### src/rtl/alu_pkg.sv
// Shared constants and the issue-entry payload for the ALU decode/issue stage.
// ALU_ISSUE_ILLEGAL_EN adds an illegal-instruction flag to each entry.
package alu_pkg;

  localparam int unsigned SIZE   = 32;
  localparam int unsigned FUNC_W = 3;
  localparam int unsigned OP_W   = 6;
  localparam int unsigned FN_W   = 6;
  localparam int unsigned REG_W  = 5;
  localparam int unsigned IMM_W  = 16;

  localparam logic [FUNC_W-1:0] ALU_ADD = 3'd0;
  localparam logic [FUNC_W-1:0] ALU_SUB = 3'd1;
  localparam logic [FUNC_W-1:0] ALU_AND = 3'd2;
  localparam logic [FUNC_W-1:0] ALU_OR  = 3'd3;
  localparam logic [FUNC_W-1:0] ALU_NOT = 3'd4;
  localparam logic [FUNC_W-1:0] ALU_MOV = 3'd5;
  localparam logic [FUNC_W-1:0] ALU_SLT = 3'd6;
  localparam logic [FUNC_W-1:0] ALU_LUI = 3'd7;

  localparam logic [OP_W-1:0] OP_RTYPE = 6'b000000;
  localparam logic [OP_W-1:0] OP_ADDI  = 6'b001000;
  localparam logic [OP_W-1:0] OP_SLTI  = 6'b001010;
  localparam logic [OP_W-1:0] OP_ANDI  = 6'b001100;
  localparam logic [OP_W-1:0] OP_ORI   = 6'b001101;
  localparam logic [OP_W-1:0] OP_LUI   = 6'b001111;
  localparam logic [OP_W-1:0] OP_LW    = 6'b100011;
  localparam logic [OP_W-1:0] OP_SW    = 6'b101011;
  localparam logic [OP_W-1:0] OP_BEQ   = 6'b000100;
  localparam logic [OP_W-1:0] OP_BNE   = 6'b000101;

  localparam logic [FN_W-1:0] FN_ADD  = 6'h20;
  localparam logic [FN_W-1:0] FN_ADDU = 6'h21;
  localparam logic [FN_W-1:0] FN_SUB  = 6'h22;
  localparam logic [FN_W-1:0] FN_SUBU = 6'h23;
  localparam logic [FN_W-1:0] FN_AND  = 6'h24;
  localparam logic [FN_W-1:0] FN_OR   = 6'h25;
  localparam logic [FN_W-1:0] FN_SLT  = 6'h2A;
  localparam logic [FN_W-1:0] FN_NOT  = 6'h30;
  localparam logic [FN_W-1:0] FN_MOV  = 6'h31;

  typedef struct packed {
    logic [FUNC_W-1:0] func;
    logic [OP_W-1:0]   opcode;
    logic [SIZE-1:0]   a;
    logic [SIZE-1:0]   b;
    logic [REG_W-1:0]  dst;
    logic              we;
`ifdef ALU_ISSUE_ILLEGAL_EN
    logic              illegal;
`endif
  } issue_entry_t;

endpackage

### src/rtl/alu_func_decode.sv
// Combinational decode of one instruction plus operands into an issue entry.
// ALU_ISSUE_ILLEGAL_EN marks undecoded instructions in the entry.
module alu_func_decode
  import alu_pkg::*;
(
  input  logic [31:0]     instr,
  input  logic [SIZE-1:0] rs_val,
  input  logic [SIZE-1:0] rt_val,
  output issue_entry_t    entry_c
);

  logic [OP_W-1:0]  op;
  logic [FN_W-1:0]  fn;
  logic [REG_W-1:0] rt;
  logic [REG_W-1:0] rd;
  logic [IMM_W-1:0] imm;
  logic [SIZE-1:0]  imm_sext;
  logic [SIZE-1:0]  imm_zext;
  logic             legal;
  logic             unused_fields;

  assign op       = instr[31:26];
  assign rt       = instr[20:16];
  assign rd       = instr[15:11];
  assign fn       = instr[5:0];
  assign imm      = instr[15:0];
  assign imm_sext = {{(SIZE-IMM_W){imm[IMM_W-1]}}, imm};
  assign imm_zext = SIZE'(imm);
  // rs index and shamt are not needed: operands arrive already read
  assign unused_fields = ^{instr[25:21], instr[10:6]};

  always_comb begin
    entry_c        = '0;
    entry_c.opcode = op;
    legal          = 1'b1;
    unique case (op)
      OP_RTYPE: begin
        entry_c.a   = rs_val;
        entry_c.b   = rt_val;
        entry_c.dst = rd;
        entry_c.we  = 1'b1;
        case (fn)
          FN_ADD, FN_ADDU: entry_c.func = ALU_ADD;
          FN_SUB, FN_SUBU: entry_c.func = ALU_SUB;
          FN_AND:          entry_c.func = ALU_AND;
          FN_OR:           entry_c.func = ALU_OR;
          FN_SLT:          entry_c.func = ALU_SLT;
          FN_NOT:          entry_c.func = ALU_NOT;
          FN_MOV:          entry_c.func = ALU_MOV;
          default:         legal = 1'b0;
        endcase
      end
      OP_ADDI, OP_LW, OP_SW, OP_SLTI, OP_ANDI, OP_ORI, OP_LUI: begin
        entry_c.a   = rs_val;
        entry_c.dst = rt;
        entry_c.we  = (op != OP_SW);
        entry_c.b   = imm_sext;
        case (op)
          OP_SLTI: entry_c.func = ALU_SLT;
          OP_ANDI: begin entry_c.func = ALU_AND; entry_c.b = imm_zext; end
          OP_ORI:  begin entry_c.func = ALU_OR;  entry_c.b = imm_zext; end
          OP_LUI:  begin entry_c.func = ALU_LUI; entry_c.b = imm_zext; end
          default: entry_c.func = ALU_ADD;
        endcase
      end
      OP_BEQ, OP_BNE: begin
        entry_c.func = ALU_SUB;
        entry_c.a    = rs_val;
        entry_c.b    = rt_val;
      end
      default: legal = 1'b0;
    endcase

    // Undecoded instructions still issue, but as a harmless bubble
    if (!legal) begin
      entry_c        = '0;
      entry_c.opcode = op;
    end
    if (entry_c.dst == '0) entry_c.we = 1'b0;
`ifdef ALU_ISSUE_ILLEGAL_EN
    entry_c.illegal = !legal;
`endif
  end

endmodule

### src/rtl/alu_issue_stage.sv
// Decode/issue stage with a two-entry skid buffer feeding the pipeline ALU.
// ALU_ISSUE_ILLEGAL_EN exposes the registered illegal-instruction flag.
module alu_issue_stage
  import alu_pkg::*;
(
  input  logic              clk,
  input  logic              rst,
  input  logic              flush,
  input  logic              in_valid,
  output logic              in_ready,
  input  logic [31:0]       instr,
  input  logic [SIZE-1:0]   rs_val,
  input  logic [SIZE-1:0]   rt_val,
  output logic              out_valid,
  input  logic              out_ready,
  output logic [FUNC_W-1:0] func,
  output logic [OP_W-1:0]   opcode,
  output logic [SIZE-1:0]   a,
  output logic [SIZE-1:0]   b,
  output logic [REG_W-1:0]  dst,
`ifdef ALU_ISSUE_ILLEGAL_EN
  output logic              illegal,
`endif
  output logic              we
);

  typedef enum logic [1:0] {ST_EMPTY, ST_ONE, ST_TWO} state_t;

  state_t       state_q, state_d;
  issue_entry_t main_q, main_d, skid_q, skid_d, dec_c;
  logic         in_ready_q, out_valid_q;
  logic         accept_c, consume_c;

  alu_func_decode u_decode (
    .instr   (instr),
    .rs_val  (rs_val),
    .rt_val  (rt_val),
    .entry_c (dec_c)
  );

  assign accept_c  = in_valid && in_ready_q && !flush;
  assign consume_c = out_valid_q && out_ready && !flush;

  always_ff @(posedge clk or posedge rst) begin
    if (rst) begin
      state_q     <= ST_EMPTY;
      main_q      <= '0;
      skid_q      <= '0;
      in_ready_q  <= 1'b1;
      out_valid_q <= 1'b0;
    end else begin
      state_q     <= state_d;
      main_q      <= main_d;
      skid_q      <= skid_d;
      in_ready_q  <= (state_d != ST_TWO);
      out_valid_q <= (state_d != ST_EMPTY);
    end
  end

  // Main register always holds the oldest entry; skid holds the younger one
  always_comb begin
    state_d = state_q;
    main_d  = main_q;
    skid_d  = skid_q;
    if (flush) begin
      state_d = ST_EMPTY;
    end else begin
      unique case (state_q)
        ST_EMPTY: begin
          if (accept_c) begin
            state_d = ST_ONE;
            main_d  = dec_c;
          end
        end
        ST_ONE: begin
          if (accept_c && consume_c) begin
            main_d = dec_c;
          end else if (accept_c) begin
            state_d = ST_TWO;
            skid_d  = dec_c;
          end else if (consume_c) begin
            state_d = ST_EMPTY;
          end
        end
        ST_TWO: begin
          if (consume_c) begin
            state_d = ST_ONE;
            main_d  = skid_q;
          end
        end
        default: state_d = ST_EMPTY;
      endcase
    end
  end

  assign in_ready  = in_ready_q;
  assign out_valid = out_valid_q;
  assign func      = main_q.func;
  assign opcode    = main_q.opcode;
  assign a         = main_q.a;
  assign b         = main_q.b;
  assign dst       = main_q.dst;
  assign we        = main_q.we;
`ifdef ALU_ISSUE_ILLEGAL_EN
  assign illegal   = main_q.illegal;
`endif

endmodule

### config.mk
export PLATFORM = sky130hd
export DESIGN_NAME = alu_issue_stage
export DESIGN_NICKNAME = d
export VERILOG_FILES = /design/src/rtl/alu_pkg.sv /design/src/rtl/alu_func_decode.sv /design/src/rtl/alu_issue_stage.sv
export SDC_FILE = /design/constraint.sdc
export NUM_CORES = 1
export LEC_CHECK = 0
export CORE_MARGIN = 1
export CORE_UTILIZATION = 35
export DETAILED_ROUTE_END_ITERATION = 12
export REMOVE_ABC_BUFFERS = 1
export SKIP_CTS_REPAIR_TIMING = 1
export SLEW_MARGIN = 20
export SYNTH_ARGS = -nofsm -noshare
export SYNTH_HDL_FRONTEND = slang
export SYNTH_SLANG_ARGS = --single-unit
### constraint.sdc
create_clock -name clk -period 9.9 [get_ports clk]
set_clock_uncertainty 0.1 [all_clocks]
set_input_delay 1.485 -clock clk [delete_from_list [all_inputs] [get_ports clk]]
set_output_delay 1.485 -clock clk [all_outputs]
set_load 0.1 [all_outputs]
==> out/results.txt, run 1 <==
For the worst setup path, the data arrival time is 4.68 ns. The count of nets left with antenna violations once routing finished came out at 0. The run gives 17 as the total clock buffers created by CTS.

The slew of the pin with the lowest slew margin is 1.09 ns. The vertical die dimension was 153 um. For the aggregate routed wire length, the log shows 21800 um.

Setup repair after global routing left no endpoint under its margin. The portion of synthesized cell area occupied by the leading cell type was 50.6%. After routing the design area is 0.0104 sq mm. The commonest non-fill, non-tap cell in the layout is clkdlybuf4s50_1.

The tool flagged a number of max-cap violations equal to 0. The logs give 1251 for the total placed cells including tap cells and 329 for the initial detailed-routing violation count. The run gives 0 as the total grt overflow.

For this design the static power due to leakage is 4.04 nW. For this run, design rule violations remaining after detail routing come to 11. The initialized floorplan defines 54 standard-cell rows. The worst hold path terminates at skid_q[35]. The root buffer cell chosen for the clock tree is clkbuf_16. The final count of negative-setup-slack endpoints is 0. During I/O placement, the number of pins put on the boundary was 182.

Based on the critical path, the design can be clocked at up to 0.224 GHz. The tools report the largest net degree at the start of global routing as 108. Of all nets on the critical path, the largest fanout is 82.

Dividing total power by cell area gives a power density of 235 mW/mm^2. The run gives 36200 um as the first-pass GRT wire length. The number of global-route vias before repair was 6600.

Counting distinct cell types in the post-synthesis netlist gives 53. At the end of routability-driven placement, the weighted congestion stood at 0.745. The number of enable-type register cells in the synthesized netlist was 0. No sink is reached through more buffers than the 2 on the longest clock path.

The startpoint identified for the worst hold timing path is skid_q[35]. Total of fill cells in the finished design: 2162. The synthesized flop and latch total works out to 162.

STA classifies the critical path endpoint as a register. After detailed routing, the number of vias per cell comes to 5.28. The flow ran to the end, but the final reports show violations. The final route contains 6781 vias. The number of port buffers is 176.

For the proportion of synthesized chip area in sequential cells, the log shows 50.9%. OpenSTA, run right after detailed placement, puts the worst setup slack at 4.97 ns. The worst hold path belongs to the class register to register.

The path type of the worst setup path is input pin to register. For the synthesized area, the log shows 0.00796 sq mm. After the last flow step, the layout net total stands at 1092. In the final layout, the multi-input gates occupy 0.00349 sq mm. After clock tree synthesis, the clock-pin slew on the worst setup and hold paths is 0.07 ns.

Final-report hold violation count: 0. Headroom to the max-slew limit came out at 27.4%. The total placed instance area came out at 0.00978 sq mm. The number of max-slew violations in the final report was 0; the fraction of layout instances using a drive strength above 1 was 5.98%. The tree built by TritonCTS fans out to 162 sinks.

The area of the die is 0.0234 sq mm. The proportion of synthesized flip-flops having asynchronous set or reset was 100%. The logs give 12600 um for the placed wire-length estimate after detailed placement and 0 for the diode insertion count for antenna repair. The worst reg-to-reg path cell count was 8; the filler-free cell count of the finished design was 1284.

The source of the worst register-to-register timing path was in_ready. The clock reaches the later pin of the worst-skew pair after 0.41 ns. The post-synthesis to final-layout area growth is 30.5%. The sequential cells in the finished layout cover a total of 0.00406 sq mm. During synthesis, Yosys emitted a total of 0 warnings.

The worst hold path was traced through 2 stages. The number of antenna violations at the first check in global routing came out at 0. Among all flip-flop cells after synthesis, the most frequent one is dfrtp_1. TritonCTS built the clock tree. STA classifies the critical path startpoint as an input pin. The average wire per standard cell is 17.0 um, and the maximum vdd ir drop is 0.139 mV. Ranked by total cell area, the synthesized netlist is headed by dfrtp_1 (51%), o21ai_0 (8.3%), o211ai_1 (6.6%). dfrtp_1 takes more of the synthesized area than any other cell. The post-synthesis area per instance was 9.10 sq um; the count of mapped cells out of synthesis was 875. The final clock period utilization by the worst path works out to 45.1%. Summed over all failing endpoints, the final setup total negative slack is 0 ns. The standard cell core area was 0.0221 sq mm. For the H-tree depth, the log shows 4.

Total power for the finished layout comes to 0.00244 W. The library cells used most frequently in the layout, excluding fill and tap cells, are clkdlybuf4s50_1 (176), dfrtp_1 (161), nand2_1 (136). The required time of the critical path was 10.12 ns. The worst reg2reg path endpoint was we.

The tools report the register-to-register setup slack as 6.47 ns. Aggregate global-route resource usage: 19.3%. The final reports fail on design-rule violations.

The die boundary width is 153 um, and the first-pass iteration count of the detailed router is 8. Once the floorplan was initialized, standard cells occupied 36.0% of the core. Once routing completed, OpenROAD measured the worst setup slack at 5.44 ns.

The worst path needs 4.46 ns of the cycle, external delays included.
## logic make-up after synthesis
family / synth area share (%)
AOI/OAI and AO/OA: 25.7
and+or+nand+nor: 16.3
DFF: 50.9
adders and majority gates: 0.252
muxes: 0.833
xor gates and xnor gates: 0.220
buffers and inverters: 5.69
## metrics by stage
step           util [%]  hold slack [ns]
3_3_place_gp       44.3            0.355
4_1_cts            47.0            0.378
2_1_floorplan         -            0.340
5_1_grt            47.0            0.399
3_5_place_dp       44.3            0.363
6_report           47.0            0.381
## worst max path at each step
stage,slack [ns],to,from
final,5.44,we,in_valid
after global placement,4.98,we,in_valid
after CTS,5.42,a[15],instr[27]
after detailed placement,4.97,a[30],instr[27]
after global routing,5.12,a[15],instr[27]
after floorplan,-1.54,we,state_q[0]
## layer usage
layer  routed length (um)  global-route usage (%)  vias to the layer above
met4                  231                    4.95                        0
li1                     -                       -                     3375
met5                    0                       0                        -
met2                10200                    31.0                      142
met1                10400                    26.9                     3248
met3                  945                    3.57                       16
## cells in the mapped netlist, types with 2 or more instances
cell type and count:
nor2_1 52, o31ai_1 3, and2_1 3, nor3b_1 2
o21a_1 2, buf_4 5, clkbuf_1 58, buf_6 5
clkbuf_2 5, dfrtp_1 161, a32o_1 21, a21o_1 16
nand3_1 38, o21ai_1 14, a31oi_1 45, maj3_1 2
o21ai_0 132, mux2_2 5, o31a_1 2, buf_1 3
o211ai_1 70, a21oi_1 5, buf_2 15, nor4_1 3
inv_1 8, nand2_1 136, nand2b_1 38
## state kept, by name (all words and copies together), names as in the netlist, 2 cells and up
name     count
dst          5
b           32
func         3
opcode       6
state_q      2
a           32
skid_q      79
## cell type report
type,instances,share of cell area [%]
multi-input combinational,614,33.6
timing repair buffer,188,17.9
clock inverter,14,1.61
sequential,162,39.0
clock buffer,18,4.13
inverter,8,0.337
tap,280,3.37
## worst max-delay path: stages
cell and delay [ns]:
clkdlybuf4s50_1 0.48, and3b_1 0.28, o21bai_1 0.17, a21oi_4 0.16, buf_4 0.58, buf_4 0.76
nand2_1 0.11, buf_4 0.30, o31ai_1 0.27
## power breakdown
part | internal [W] | switching, W | total [W]
Clock | 0.000381 | 0.000293 | 0.000674
Combinational | 0.000228 | 0.000712 | 0.000940
Sequential | 0.000766 | 0.0000623 | 0.000829
(Power assumes the default switching activity.)
==> run 2, diff against run 1 <==
- clock period: 9.9 -> 3.8 ns (I/O delays scaled with it)
==> run 2 against run 1 <==
Net effect:
- the run still ends with design-rule violations left
- power grew to 2.6 times the previous value
- cell area grew 0.81%
- cell count grew 0.47%
- critical path type unchanged
- highest routed layer unchanged
==> out/results.txt, run 2 (synthesis results as in run 1) <==
For the effective utilization at floorplan, the log shows 36.0% (unchanged). The logs give 0 (unchanged) for the number of max-slew violations in the final report and 0 (unchanged) for the diode insertion count for antenna repair. The initial detailed-routing violation count came out at 340 (+3.3%). The tools report the maximum clock frequency as 0.359 GHz. The run gives 9 (+1) as the first-pass iteration count of the detailed router. The run gives 162 (unchanged) as the total number of clock tree sinks. The total placed cells including tap cells is 1259 (+0.64%), and the data arrival time of the worst path is 3.02 ns (-1.66 ns). In this run the clock root is driven by a clkbuf_16. For the final weighted congestion in routability-driven placement, the log shows 0.785 (+5.3%). The run finished, with violations left. The total grt overflow is 0 (unchanged). The slew of the pin with the lowest slew margin was 1.05 ns (-0.0379 ns); the die boundary width was 153 um (unchanged).

The aggregate global-route resource usage was 19.2% (-0.16 points); the switching power share of the total was 44.1% (+0.40 points). More flip-flops sit in one register than any other, and that register is skid_q. Total internal power: 0.00351 W (+160%). For the net switching power, the log shows 0.00277 W (+160%). The areal power density over the cells was 600 mW/mm^2 (+160%); the filler-free cell count of the finished design was 1290 (+0.47%). The maximum cell stage delay along the critical path works out to 0.62 ns (-0.14 ns).

The fraction of power consumed by the clock network came out at 26.4% (-1.2 points). Master of the slowest instance on the critical path: clkdlybuf4s50_1. Number of antenna violations at the first check in global routing: 0 (unchanged). The min-delay analysis places its worst path in the category register to register. The fraction of layout instances using a drive strength above 1 works out to 6.63% (+0.66 points).

The clock latency on the worst-skew pair came out at 0.42 ns (about the same). The sequential group share of total power was 34.4% (+0.5 points). For the number of primary I/O pins, the log shows 182 (unchanged). Walking the worst path, the cells encountered are clkdlybuf4s50_1 > nor4_1 > nor3b_4 > and3_4 > buf_12 > o21ai_0 > o211ai_1. The final layout net count came out at 1099 (+0.64%).

The number of flip-flops in the largest register was 79 (unchanged); the aggregate routed wire length was 21500 um (-1.1%). The category of the worst setup path launch point is an input pin. The maximum vdd ir drop came out at 0.357 mV (+160%). The final reports fail on design-rule violations. The logs give 11 (unchanged) for the number of remaining DRC errors and 4 (unchanged) for the H-tree depth. The average wire per standard cell works out to 16.7 um (-1.5%). Leaving out fill and tap cells, the most frequent cells in the layout are clkdlybuf4s50_1 (176), dfrtp_1 (161), nand2_1 (136). The run gives 4.06 nW (+0.54%) as the standby leakage power.

The clock period minus final worst setup slack is 2.79 ns. Setup repair after global routing left no endpoint under its margin. The run gives 6779 (-0.029%) as the via count.

The area of all placed cells without fillers came out at 0.0105 sq mm (+0.81%). The placed wire-length estimate after detailed placement is 12800 um (+1.7%), and the number of port buffers is 176 (unchanged). The logs give 0 (unchanged) for the remaining antenna violation count and 0.0234 sq mm (unchanged) for the area of the die.

Capturing element type of the critical path: a register. The logs give 4.03 ns (-6.09 ns) for the required time of the critical path and 35800 um (-1.1%) for the first-pass GRT wire length. For the final count of negative-setup-slack endpoints, the log shows 0 (unchanged). For the number of maximum-capacitance constraint violations, the log shows 0 (unchanged). The run gives 54 (unchanged) as the number of placement rows.

The run gives 163 (+51%) as the largest net degree at the start of global routing. Total clock buffers created by CTS: 17 (unchanged). The remaining max-slew budget at the tightest pin was 29.7% (+2.3 points); the standard cell core area was 0.0221 sq mm (unchanged). Part of the total power dissipated in combinational logic: 39.2% (+0.7 points). The post-synthesis to final-layout area growth came out at 31.5%.

The total placed instance area was 0.00991 sq mm (+1.4%). Leaving out fill and tap cells, the most frequent cell in the layout is clkdlybuf4s50_1. The top fanout value on the critical path came out at 99 (+21%).

TritonCTS built the clock tree. The worst path uses 73.3% of the clock period. The clock transition at the registers of the reported paths works out to 0.07 ns (about the same). The via-per-instance ratio was 5.26 (-0.49%).

The final-report hold violation count is 0 (unchanged). The path type of the worst setup path is input pin to register. The number of global-route vias before repair came out at 6603 (+0.045%). The buffer depth of the longest clock path was 2 (unchanged); the vertical die dimension was 153 um (unchanged).
==> run 2: cell types whose count changed in the layout (fill, tap and decap cells not counted) <==
cell / delta
bufinv_16: -1
clkinv_2: +1
buf_6: -1
buf_4: +2
clkinv_4: -3
clkinvlp_4: +5
buf_12: +6
clkbuf_1: -1
inv_8: -2
==> run 2: layout make-up <==
type	count	area [sq um]
Sequential cell	162	4060
Multi-Input combinational cell	614	3490
Timing Repair Buffer	195	1980
Inverter	8	35.0
Clock buffer	17	425
Clock inverter	14	131
Fill cell	2134	11600
Tap cell	280	350
==> run 2: power groups by stage <==
stage	clock, W	combinational (W)	sequential [W]
finish	0.00166	0.00246	0.00216
floorplan	0	0.000447	0.00353
global placement	0	0.00247	0.00219
CTS	0.00170	0.00248	0.00216
detailed placement	0	0.00248	0.00219
global route	0.00177	0.00258	0.00219
==> run 2: worst paths after layout <==
path | cells after the start | from | slack, ns | end
worst min-delay path | 2 | skid_q[62] | 0.38 | skid_q[62]
min in group asynchronous | 3 | rst | 0.59 | a[25]
worst max-delay path | 7 | instr[29] | 1.01 | a[8]
worst min register to register | 2 | skid_q[62] | 0.38 | skid_q[62]
worst max register to register | 6 | in_ready | 1.58 | a[8]
max in group asynchronous | 3 | rst | 2.22 | b[0]
==> run 2: worst max-delay path: cells and delay by family <==
family | cells | cell delay [ns]
buffers and inverters | 2 | 0.98
AO/OA/AOI/OAI | 2 | 0.42
AND/OR/NAND/NOR | 3 | 1.02
==> run 2: layer usage <==
metal	GRT usage, %	vias to the layer above	part of all wire [%]
met5	0	-	0
met4	4.95	0	0.77
met1	26.3	3219	48
met3	4.17	19	5.1
met2	30.6	156	47
li1	-	3385	-
==> run 2: per-stage QoR <==
step | hold WS (ns) | setup TNS [ns] | util [%] | power, W | setup WS [ns]
after global placement | 0.352 | 0 | 44.9 | 0.00466 | 0.625
after CTS | 0.381 | 0 | 47.4 | 0.00634 | 1.02
final | 0.378 | 0 | 47.4 | 0.00628 | 1.01
after floorplan | 0.340 | -741.44 | - | 0.00398 | -7.64
after global routing | 0.405 | 0 | 47.4 | 0.00654 | 0.828
after detailed placement | 0.367 | 0 | 44.9 | 0.00467 | 0.657
